<file path="src/rtl/spi_pkg.sv">
// Shared types and constants for the byte-oriented SPI master.
package spi_pkg;

  typedef enum logic [1:0] {
    IDLE  = 2'd0,
    SETUP = 2'd1,
    XFER  = 2'd2,
    HOLD  = 2'd3
  } spi_state_t;

  localparam int SPI_WIDTH   = 8;
  localparam int SPI_CLK_DIV = 4;

  // Bits needed to hold values 0..value-1.
  function automatic int clog2(input int value);
    int result;
    int v;
    result = 0;
    v      = value - 1;
    while (v > 0) begin
      result = result + 1;
      v      = v >> 1;
    end
    return result;
  endfunction

endpackage

</file>
<file path="src/rtl/spi_sclk_gen.sv">
// SPI clock generator: half-period divider plus edge counter, running only while enabled.
module spi_sclk_gen
  import spi_pkg::*;
#(
  parameter int   WIDTH   = SPI_WIDTH,
  parameter int   CLK_DIV = SPI_CLK_DIV,
  parameter logic CPOL    = 1'b0
) (
  input  logic clk,
  input  logic asyncR,
  input  logic en,
  input  logic clr,
  output logic sclk,
  output logic lead_pulse,
  output logic trail_pulse,
  output logic last_edge
);

  localparam int HW = clog2(CLK_DIV);
  localparam int EW = clog2(2 * WIDTH + 1);
  localparam logic [HW-1:0] HALF_LAST = HW'(CLK_DIV - 1);
  localparam logic [EW-1:0] EDGE_LAST = EW'(2 * WIDTH - 1);

  logic [HW-1:0] hcnt_q, hcnt_d;
  logic [EW-1:0] edge_q, edge_d;
  logic          sclk_q, sclk_d;
  logic          tick_s;

  // edge_q counts edges already produced, so an even count means the next edge is a leading one
  assign tick_s      = en && (hcnt_q == {HW{1'b0}});
  assign lead_pulse  = tick_s && !edge_q[0];
  assign trail_pulse = tick_s && edge_q[0];
  assign last_edge   = tick_s && (edge_q == EDGE_LAST);
  assign sclk        = sclk_q;

  // Divider and edge counter next-state
  always_comb begin
    hcnt_d = hcnt_q;
    edge_d = edge_q;
    sclk_d = sclk_q;
    if (clr) begin
      hcnt_d = HALF_LAST;
      edge_d = {EW{1'b0}};
      sclk_d = CPOL;
    end else if (tick_s) begin
      hcnt_d = HALF_LAST;
      edge_d = edge_q + EW'(1);
      sclk_d = ~sclk_q;
    end else if (en) begin
      hcnt_d = hcnt_q - HW'(1);
    end else begin
      hcnt_d = hcnt_q;
    end
  end

  // Counter and sclk registers
  always_ff @(posedge clk or negedge asyncR) begin
    if (!asyncR) begin
      hcnt_q <= HALF_LAST;
      edge_q <= {EW{1'b0}};
      sclk_q <= CPOL;
    end else begin
      hcnt_q <= hcnt_d;
      edge_q <= edge_d;
      sclk_q <= sclk_d;
    end
  end

endmodule

</file>
<file path="src/rtl/spi_master.sv">
// Byte-oriented SPI master: one word per valid/ready handshake, MSB first,
// received word returned with a one-cycle rx_valid pulse.
module spi_master
  import spi_pkg::*;
#(
  parameter int   WIDTH   = SPI_WIDTH,
  parameter int   CLK_DIV = SPI_CLK_DIV,
  parameter logic CPOL    = 1'b0,
  parameter logic CPHA    = 1'b0
) (
  input  logic             clk,
  input  logic             asyncR,
  input  logic [WIDTH-1:0] tx_data,
  input  logic             tx_valid,
  output logic             tx_ready,
  output logic [WIDTH-1:0] rx_data,
  output logic             rx_valid,
  output logic             busy,
  output logic             sclk,
  output logic             mosi,
  input  logic             miso,
  output logic             cs_n
);

  localparam int HW = clog2(CLK_DIV);
  localparam logic [HW-1:0] HALF_LAST = HW'(CLK_DIV - 1);

  spi_state_t       state_q, state_d;
  logic [HW-1:0]    cnt_q, cnt_d;
  logic [WIDTH-1:0] tx_sr_q, tx_sr_d;
  logic [WIDTH-1:0] rx_sr_q, rx_sr_d;
  logic [WIDTH-1:0] rx_data_q, rx_data_d;
  logic             rx_valid_q, rx_valid_d;
  logic             tx_ready_q, tx_ready_d;
  logic             busy_q, busy_d;
  logic             mosi_q, mosi_d;
  logic             cs_n_q, cs_n_d;

  logic accept_s, in_xfer_s;
  logic lead_s, trail_s, last_edge_s;
  logic sample_s, shift_s;

  assign accept_s  = tx_valid && tx_ready_q;
  assign in_xfer_s = (state_q == XFER);

  spi_sclk_gen #(
    .WIDTH   (WIDTH),
    .CLK_DIV (CLK_DIV),
    .CPOL    (CPOL)
  ) u_sclk_gen (
    .clk         (clk),
    .asyncR      (asyncR),
    .en          (in_xfer_s),
    .clr         (!in_xfer_s),
    .sclk        (sclk),
    .lead_pulse  (lead_s),
    .trail_pulse (trail_s),
    .last_edge   (last_edge_s)
  );

  // CPHA=0 preloads the MSB at accept, so the final trailing edge must not shift
  assign sample_s = CPHA ? trail_s : lead_s;
  assign shift_s  = CPHA ? lead_s : (trail_s && !last_edge_s);

  // State and output registers
  always_ff @(posedge clk or negedge asyncR) begin
    if (!asyncR) begin
      state_q    <= IDLE;
      cnt_q      <= {HW{1'b0}};
      tx_sr_q    <= {WIDTH{1'b0}};
      rx_sr_q    <= {WIDTH{1'b0}};
      rx_data_q  <= {WIDTH{1'b0}};
      rx_valid_q <= 1'b0;
      tx_ready_q <= 1'b1;
      busy_q     <= 1'b0;
      mosi_q     <= 1'b0;
      cs_n_q     <= 1'b1;
    end else begin
      state_q    <= state_d;
      cnt_q      <= cnt_d;
      tx_sr_q    <= tx_sr_d;
      rx_sr_q    <= rx_sr_d;
      rx_data_q  <= rx_data_d;
      rx_valid_q <= rx_valid_d;
      tx_ready_q <= tx_ready_d;
      busy_q     <= busy_d;
      mosi_q     <= mosi_d;
      cs_n_q     <= cs_n_d;
    end
  end

  // Frame sequencing: SETUP and HOLD each last CLK_DIV cycles via cnt
  always_comb begin
    state_d = state_q;
    cnt_d   = cnt_q;
    case (state_q)
      IDLE: begin
        if (accept_s) begin
          state_d = SETUP;
          cnt_d   = HALF_LAST;
        end else begin
          state_d = IDLE;
        end
      end
      SETUP: begin
        if (cnt_q == {HW{1'b0}}) begin
          state_d = XFER;
        end else begin
          cnt_d = cnt_q - HW'(1);
        end
      end
      XFER: begin
        if (last_edge_s) begin
          state_d = HOLD;
          cnt_d   = HALF_LAST;
        end else begin
          state_d = XFER;
        end
      end
      HOLD: begin
        if (cnt_q == {HW{1'b0}}) begin
          state_d = IDLE;
        end else begin
          cnt_d = cnt_q - HW'(1);
        end
      end
      default: begin
        state_d = IDLE;
        cnt_d   = {HW{1'b0}};
      end
    endcase
  end

  // Datapath and registered outputs, all derived from the upcoming state
  always_comb begin
    tx_sr_d    = tx_sr_q;
    rx_sr_d    = rx_sr_q;
    rx_data_d  = rx_data_q;
    mosi_d     = mosi_q;
    cs_n_d     = (state_d == IDLE);
    tx_ready_d = (state_d == IDLE);
    busy_d     = (state_d != IDLE);
    rx_valid_d = (state_q == HOLD) && (state_d == IDLE);
    if ((state_q == IDLE) && accept_s) begin
      if (CPHA) begin
        tx_sr_d = tx_data;
      end else begin
        tx_sr_d = {tx_data[WIDTH-2:0], 1'b0};
        mosi_d  = tx_data[WIDTH-1];
      end
    end else if (state_q == XFER) begin
      if (shift_s) begin
        mosi_d  = tx_sr_q[WIDTH-1];
        tx_sr_d = {tx_sr_q[WIDTH-2:0], 1'b0};
      end else begin
        tx_sr_d = tx_sr_q;
      end
      if (sample_s) begin
        rx_sr_d = {rx_sr_q[WIDTH-2:0], miso};
      end else begin
        rx_sr_d = rx_sr_q;
      end
    end else if (rx_valid_d) begin
      rx_data_d = rx_sr_q;
    end else begin
      rx_data_d = rx_data_q;
    end
  end

  assign tx_ready = tx_ready_q;
  assign rx_data  = rx_data_q;
  assign rx_valid = rx_valid_q;
  assign busy     = busy_q;
  assign mosi     = mosi_q;
  assign cs_n     = cs_n_q;

endmodule
</file>
<file path="config.mk">
export PLATFORM = sky130hd
export DESIGN_NAME = spi_master
export DESIGN_NICKNAME = d
export VERILOG_FILES = /design/src/rtl/spi_pkg.sv /design/src/rtl/spi_sclk_gen.sv /design/src/rtl/spi_master.sv
export SDC_FILE = /design/constraint.sdc
export NUM_CORES = 1
export LEC_CHECK = 0
export CAP_MARGIN = 20
export CORE_AREA = 2 2 65 67
export CTS_BUF_LIST = sky130_fd_sc_hd__clkbuf_4
export DETAILED_ROUTE_END_ITERATION = 10
export DIE_AREA = 0 0 67 69
export GPL_ROUTABILITY_DRIVEN = 0
export HOLD_SLACK_MARGIN = 0.12
export PLACE_DENSITY_LB_ADDON = 0.12
export SLEW_MARGIN = 30
export SYNTH_ARGS = -nofsm -noshare
export SYNTH_HDL_FRONTEND = slang
export SYNTH_SLANG_ARGS = --single-unit
</file>
<file path="constraint.sdc">
create_clock -name clk -period 2.4 [get_ports clk]
set_clock_uncertainty 0.15 [all_clocks]
set_input_delay 0.72 -clock clk [delete_from_list [all_inputs] [get_ports clk]]
set_output_delay 0.72 -clock clk [all_outputs]
set_load 0.05 [all_outputs]
</file>
==> results of run 1 <==
[per-stage QoR]
step,instances,power (W),setup slack (ps)
2_1_floorplan,145,0.000682,589
3_3_place_gp,214,0.000717,305
3_5_place_dp,214,0.000718,213
4_1_cts,222,0.00104,3.49
5_1_grt,222,0.00107,6.08
6_report,222,0.00103,55.3
[routing by layer]
metal | global-route usage, % | share of wire, % | vias to the layer above
li1 | - | - | 543
met1 | 18.1 | 47 | 543
met2 | 22.9 | 49 | 14
met3 | 3.59 | 2.7 | 6
met4 | 6.80 | 1.7 | 0
met5 | 0 | 0 | -
[power groups by stage]
stage	Combinational, W	Clock, W	Sequential (W)
after global placement	0.0000392	0	0.000678
after floorplan	0.00000492	0	0.000677
after detailed placement	0.0000398	0	0.000678
after global routing	0.0000425	0.000359	0.000667
after CTS	0.0000400	0.000337	0.000666
final	0.0000385	0.000326	0.000666
[path summary, 6_finish.rpt]
path	to	slack (ps)	cells past startpoint
setup / recovery	rx_valid	60	1
hold / removal	u_sclk_gen.sclk	170	2
setup reg to reg	state_q[0]	320	6
hold reg to reg	rx_data[3]	370	1
max in group asynchronous	cs_n	1660	2
min in group clk	rx_data[3]	370	1
[state kept, by name (all words and copies together) (netlist names)]
register           count
rx_data                8
state_q                2
u_sclk_gen.hcnt_q      2
u_sclk_gen.sclk        1
cnt_q                  2
busy                   1
tx_sr_q                7
rx_sr_q                8
mosi                   1
cs_n                   1
u_sclk_gen.edge_q      5
rx_valid               1
[synth_stat cells, types with 3 or more instances]
master	count	area, sq um
o211ai_1	7	52.6
o21ai_0	4	20.0
dfrtp_1	36	901
nor2_1	8	30.0
xnor2_1	3	26.3
dfstp_2	3	78.8
nand3b_1	7	52.6
mux2_2	16	180
inv_1	7	26.3
ha_1	4	50.1
nand2_1	19	71.3
buf_2	4	20.0
[cell families (layout without fill, tap and decap cells)]
kind of cell / count (synthesis) / in the layout / share of synthesized area [%]
muxes: 17 / 17 / 11.0
and+or+nand+nor: 50 / 50 / 16.5
xor gates and xnor gates: 5 / 5 / 2.54
DFF: 39 / 39 / 56.8
AOI/OAI and AO/OA: 14 / 14 / 5.37
buffers and inverters: 16 / 43 / 4.86
adders and majority gates: 4 / 4 / 2.90
[repair_timing]
action | 4_1_cts | 5_1_grt
resized for setup | 2 | 7
setup endpoints to repair | 2 | 7
gates cloned | 0 | 0
[cell type report]
cell class                 count  area, sq um  area share [%]
clock buffer                   6         45.0            2.17
inverter                       7         26.3            1.27
clock inverter                 2         8.76           0.423
sequential                    39          980            47.3
tap                           50         62.6            3.02
multi-input combinational     90          662            31.9
timing repair buffer          28          288            13.9
[cell usage in the layout, fill, tap and decap left out, drive strengths merged, types with 3 or more instances in the layout]
master         Yosys  final
buf                9      7
clkbuf             0      6
clkdlybuf4s50      0     12
dfrtp             36     36
dfstp              3      3
dlymetal6s2s       0      7
ha                 4      4
inv                7      7
mux2              16     16
nand2             19     19
nand3b             7      7
nor2               8      8
o211ai             7      7
o21ai              4      4
xnor2              3      3
==> out/qor.yml, run 1 <==
status: "finished, final reports clean"
clk_latency_ps: 350
post_drt_via_cell_ratio: 4.98
slowest_delay_ps: 790
synth_edf_count: 0
crit_family: "buffers and inverters"
drtPass1Iterations: 4
drtAntennaViolNets: 0
crit_arrival_ps: 1470
fillers: 351
drv_cap: 0
syn_nets: 161
hold_path.class: "in -> async"
grt_pass1_wl_microns: 5120
antenna_found_initial: 0
start_util_pct: 44.1
peakVddDrop_uv: 274
fmax_mhz: 426
place_area_sq_um: 2000
die_w_microns: 67
internal_power_w: 0.000806
drive_above_1_share_pct: 20.3
cts_buffers: 5
worstReg2RegStart: "u_sclk_gen.edge_q[0]"
io_buffers: 25
yosysWarnings: 0
synth.distinct_cells: 33
crit_path_cell_trace: "clkdlybuf4s50_1"
p_clk_share_pct: 31.7
finalCritPeriodShare_pct: 97.7
syn_area_per_cell_sq_um: 11.9
hold_viol: 0
wl_microns: 2970
rsz0062_at_grt: "no"
num_vias: 1106
drc: 0
p_leak_nw: 1.02
finalSetupViolCount: 0
ys_async_sr_fraction_pct: 100
synthCells: 145
final_core_util_pct: 52.9
path_max_fanout: 1
overflow: 0
slew_headroom_pct: 66.3
post-dp-hpwl_microns: 2060
die-area_sq_um: 4620
clk_pin_slew_ps: 120
finalSetupTns_ps: 0
postCtsHoldBufs: 0
n_antenna_cell: 0
grt_use_total_pct: 14.4
cts_setup_buffers: 0
crit_type: "reg -> out"
ios: 26
start_kind: "flop"
powerDensity_nw_per_um2: 498
sw_frac_of_total_pct: 21.8
cts_root_buf: "clkbuf_4"
syn_area_sq_um: 1730
ys_ff_latch: 39
cp_num_buf_inv: 1
fin_crit_ps: 2340
final_cell_area_sq_um: 2070
syn_to_final_growth_pct: 20.1
first_global_vias: 1137
worstPathRequired_ps: 1530
synth_flop_cell: "dfrtp_1"
cts_htree_levels: 2
cts_tree: "built"
critPathCaptureType: "primary output"
ys_seq_area_share_pct: 56.8
startpoint: "rx_valid"
clock_sinks: 39
worst_slew_pin_slew_ps: 505
dr.first_iter.drc_count: 30
p_seq_share_pct: 64.6
core-area_sq_um: 3910
drv_slew: 0
switchingPower_w: 0.000225
fin_hold_ws_ps: 168
grt_max_degree: 40
die_y_microns: 69
final_nets: 187
num_rows: 23
combPwrFrac_pct: 3.7
cts_buffer_depth: 2
routedWlPerCell_microns: 13.4
critPathSlowestCell: "clkdlybuf4s50_1"
(Power assumes the default switching activity.)
==> run 2: changes to the inputs <==
--- a/config.mk
+++ b/config.mk
@@ -6,10 +6,12 @@
 export NUM_CORES = 1
 export LEC_CHECK = 0
 export CAP_MARGIN = 20
-export CORE_AREA = 2 2 65 67
+export CELL_PAD_IN_SITES_DETAIL_PLACEMENT = 1
+export CELL_PAD_IN_SITES_GLOBAL_PLACEMENT = 1
+export CORE_AREA = 2 2 69 71
 export CTS_BUF_LIST = sky130_fd_sc_hd__clkbuf_4
 export DETAILED_ROUTE_END_ITERATION = 10
-export DIE_AREA = 0 0 67 69
+export DIE_AREA = 0 0 71 73
 export GPL_ROUTABILITY_DRIVEN = 0
 export HOLD_SLACK_MARGIN = 0.12
 export PLACE_DENSITY_LB_ADDON = 0.12
==> run 2 against run 1 <==
Net effect: utilization fell by 6.6 points; non-clock buffer count rose by 2; maximum frequency rose by 0.50%; register-to-register slack improved by 150 ps; critical path depth did not move; highest routed layer unchanged; sequential power barely moved; clock-buffer cell count did not move; flip-flop and latch count did not move; final cell count rose by 2.7%.
==> out/qor.yml, run 2 (same netlist as run 1, synthesis figures left out) <==
status: "finished, final reports clean"  # unchanged
wl_met3_microns: 125  # was 80 microns
finalCritPeriodShare_pct: 97.2  # was 97.7%
antenna_found_initial: 0  # unchanged
critPathSlowestCell: "clkdlybuf4s50_1"  # unchanged
grt_pass1_wl_microns: 6280  # was 5120 microns
die-area_sq_um: 5180  # was 4620 sq um
start_util_pct: 38.0  # was 44.1%
routedWlPerCell_microns: 15.5  # was 13.4 microns
ios: 26  # unchanged
met1Wirelength_microns: 1540  # was 1380 microns
critPathCaptureType: "primary output"  # unchanged
top_layer_used: "met4"  # unchanged
post_drt_via_cell_ratio: 5.04  # was 4.98
cts_buffers: 5  # unchanged
postCtsHoldBufs: 0  # unchanged
slowest_delay_ps: 800  # was 790 ps
n_antenna_cell: 0  # unchanged
cts_buffer_depth: 2  # unchanged
drv_cap: 0  # unchanged
clk_latency_ps: 330  # was 350 ps
fmax_mhz: 429  # was 426 MHz
crit_path_cell_trace: "clkdlybuf4s50_1"  # unchanged
worst_slew_pin_slew_ps: 533  # was 505 ps
drtAntennaViolNets: 0  # unchanged
peakVddDrop_uv: 308  # was 274 uV
grt_use_total_pct: 15.5  # was 14.4%
syn_to_final_growth_pct: 21.8  # was 20.1%
drive_above_1_share_pct: 20.7  # was 20.3%
hold_viol: 0  # unchanged
finalSetupViolCount: 0  # unchanged
cts_htree_levels: 2  # unchanged
cts_root_buf: "clkbuf_4"  # unchanged
final_core_util_pct: 46.3  # was 52.9%
met2_length_microns: 1840  # was 1450 microns
fin_cells: 228  # was 222
fin_crit_ps: 2330  # was 2340 ps
cts_setup_buffers: 0  # unchanged
crit_arrival_ps: 1460  # was 1470 ps
die_y_microns: 73  # was 69 microns
finalPower_w: 0.00102  # was 0.00103 W
drv_slew: 0  # unchanged
grt_max_degree: 21  # was 40
final_cell_mix: "dfrtp_1, nand2_1, mux2_2"  # unchanged
fin_hold_ws_ps: 200  # was 168 ps
drtPass1Iterations: 4  # unchanged
cts_tree: "built"  # unchanged
clk_pin_slew_ps: 120  # about the same
layout_commonest_cell: "dfrtp_1"  # unchanged
slew_headroom_pct: 64.5  # was 66.3%
dr.first_iter.drc_count: 81  # was 30
overflow: 0  # unchanged
finalSetupTns_ps: 0  # unchanged
clock_sinks: 39  # unchanged
place_inst: 220  # was 214
crit_family: "buffers and inverters"  # unchanged
rsz0062_at_grt: "no"  # unchanged
final_nets: 189  # was 187
wl_microns: 3530  # was 2970 microns
path_max_fanout: 1  # unchanged
start_kind: "flop"  # unchanged
hold_path.class: "in -> async"  # unchanged
worstPathRequired_ps: 1530  # about the same
num_vias: 1150  # was 1106
p_leak_nw: 1.07  # was 1.02 nW
post-dp-hpwl_microns: 2540  # was 2060 microns
crit_type: "reg -> out"  # unchanged
die_w_microns: 71  # was 67 microns
first_global_vias: 1353  # was 1137
powerDensity_nw_per_um2: 487  # was 498 nW/um^2
cp_num_buf_inv: 1  # unchanged
io_buffers: 25  # unchanged
drc: 0  # unchanged
num_rows: 25  # was 23
core-area_sq_um: 4540  # was 3910 sq um
==> run 2: worst paths after layout <==
kind | startpoint | slack (ps) | cells after the start | end
max in group asynchronous | asyncR | 1320 | 2 | u_sclk_gen.hcnt_q[1]
min in group clk | rx_data[4] | 360 | 1 | rx_data[4]
max reg2reg | u_sclk_gen.edge_q[1] | 470 | 6 | state_q[0]
max | busy | 70 | 1 | busy
min reg2reg | rx_data[4] | 360 | 1 | rx_data[4]
min | asyncR | 200 | 1 | tx_sr_q[6]
==> run 2: what timing repair did <==
action	4_1_cts	5_1_grt
gates resized for setup	0	10
endpoints found under the setup margin	0	10
endpoints found under the hold margin	0	0
==> run 2: final cells by class <==
class                   instances  area [sq um]
inverters                       7          26.3
repair buffers                 30           313
fillers                       487          2430
clock inverters                 2          7.51
flip-flops and latches         39           980
clock buffers                   6          45.0
multi-input cells              90           662
well taps                      54          67.6
==> run 2: metrics by stage <==
stage               setup WS (ps)  instance area (sq um)
finish                       67.0                   2100
global route                 4.57                   2100
CTS                          5.37                   2080
detailed placement            184                   2020
global placement              265                   2020
floorplan                     589                   1730
==> run 2: layer usage <==
| metal | vias up | GRT usage, % |
|---|---|---|
| met3 | 2 | 3.18 |
| met1 | 583 | 18.5 |
| met2 | 19 | 27.3 |
| met5 | - | 0 |
| li1 | 546 | - |
| met4 | 0 | 6.08 |
==> run 2: power by group <==
group | switching [W] | internal, W
Sequential | 0.00000381 | 0.000662
Combinational | 0.0000178 | 0.0000220
Clock | 0.000198 | 0.000120
Total | 0.000219 | 0.000804
==> run 3: changes to the inputs <==
--- a/config.mk
+++ b/config.mk
@@ -15,7 +15,7 @@
 export GPL_ROUTABILITY_DRIVEN = 0
 export HOLD_SLACK_MARGIN = 0.12
 export PLACE_DENSITY_LB_ADDON = 0.12
-export SLEW_MARGIN = 30
+export SLEW_MARGIN = 20
 export SYNTH_ARGS = -nofsm -noshare
 export SYNTH_HDL_FRONTEND = slang
 export SYNTH_SLANG_ARGS = --single-unit
==> results of run 3 <==
No change in the layout: final DEF, timing and power equal those of run 2.
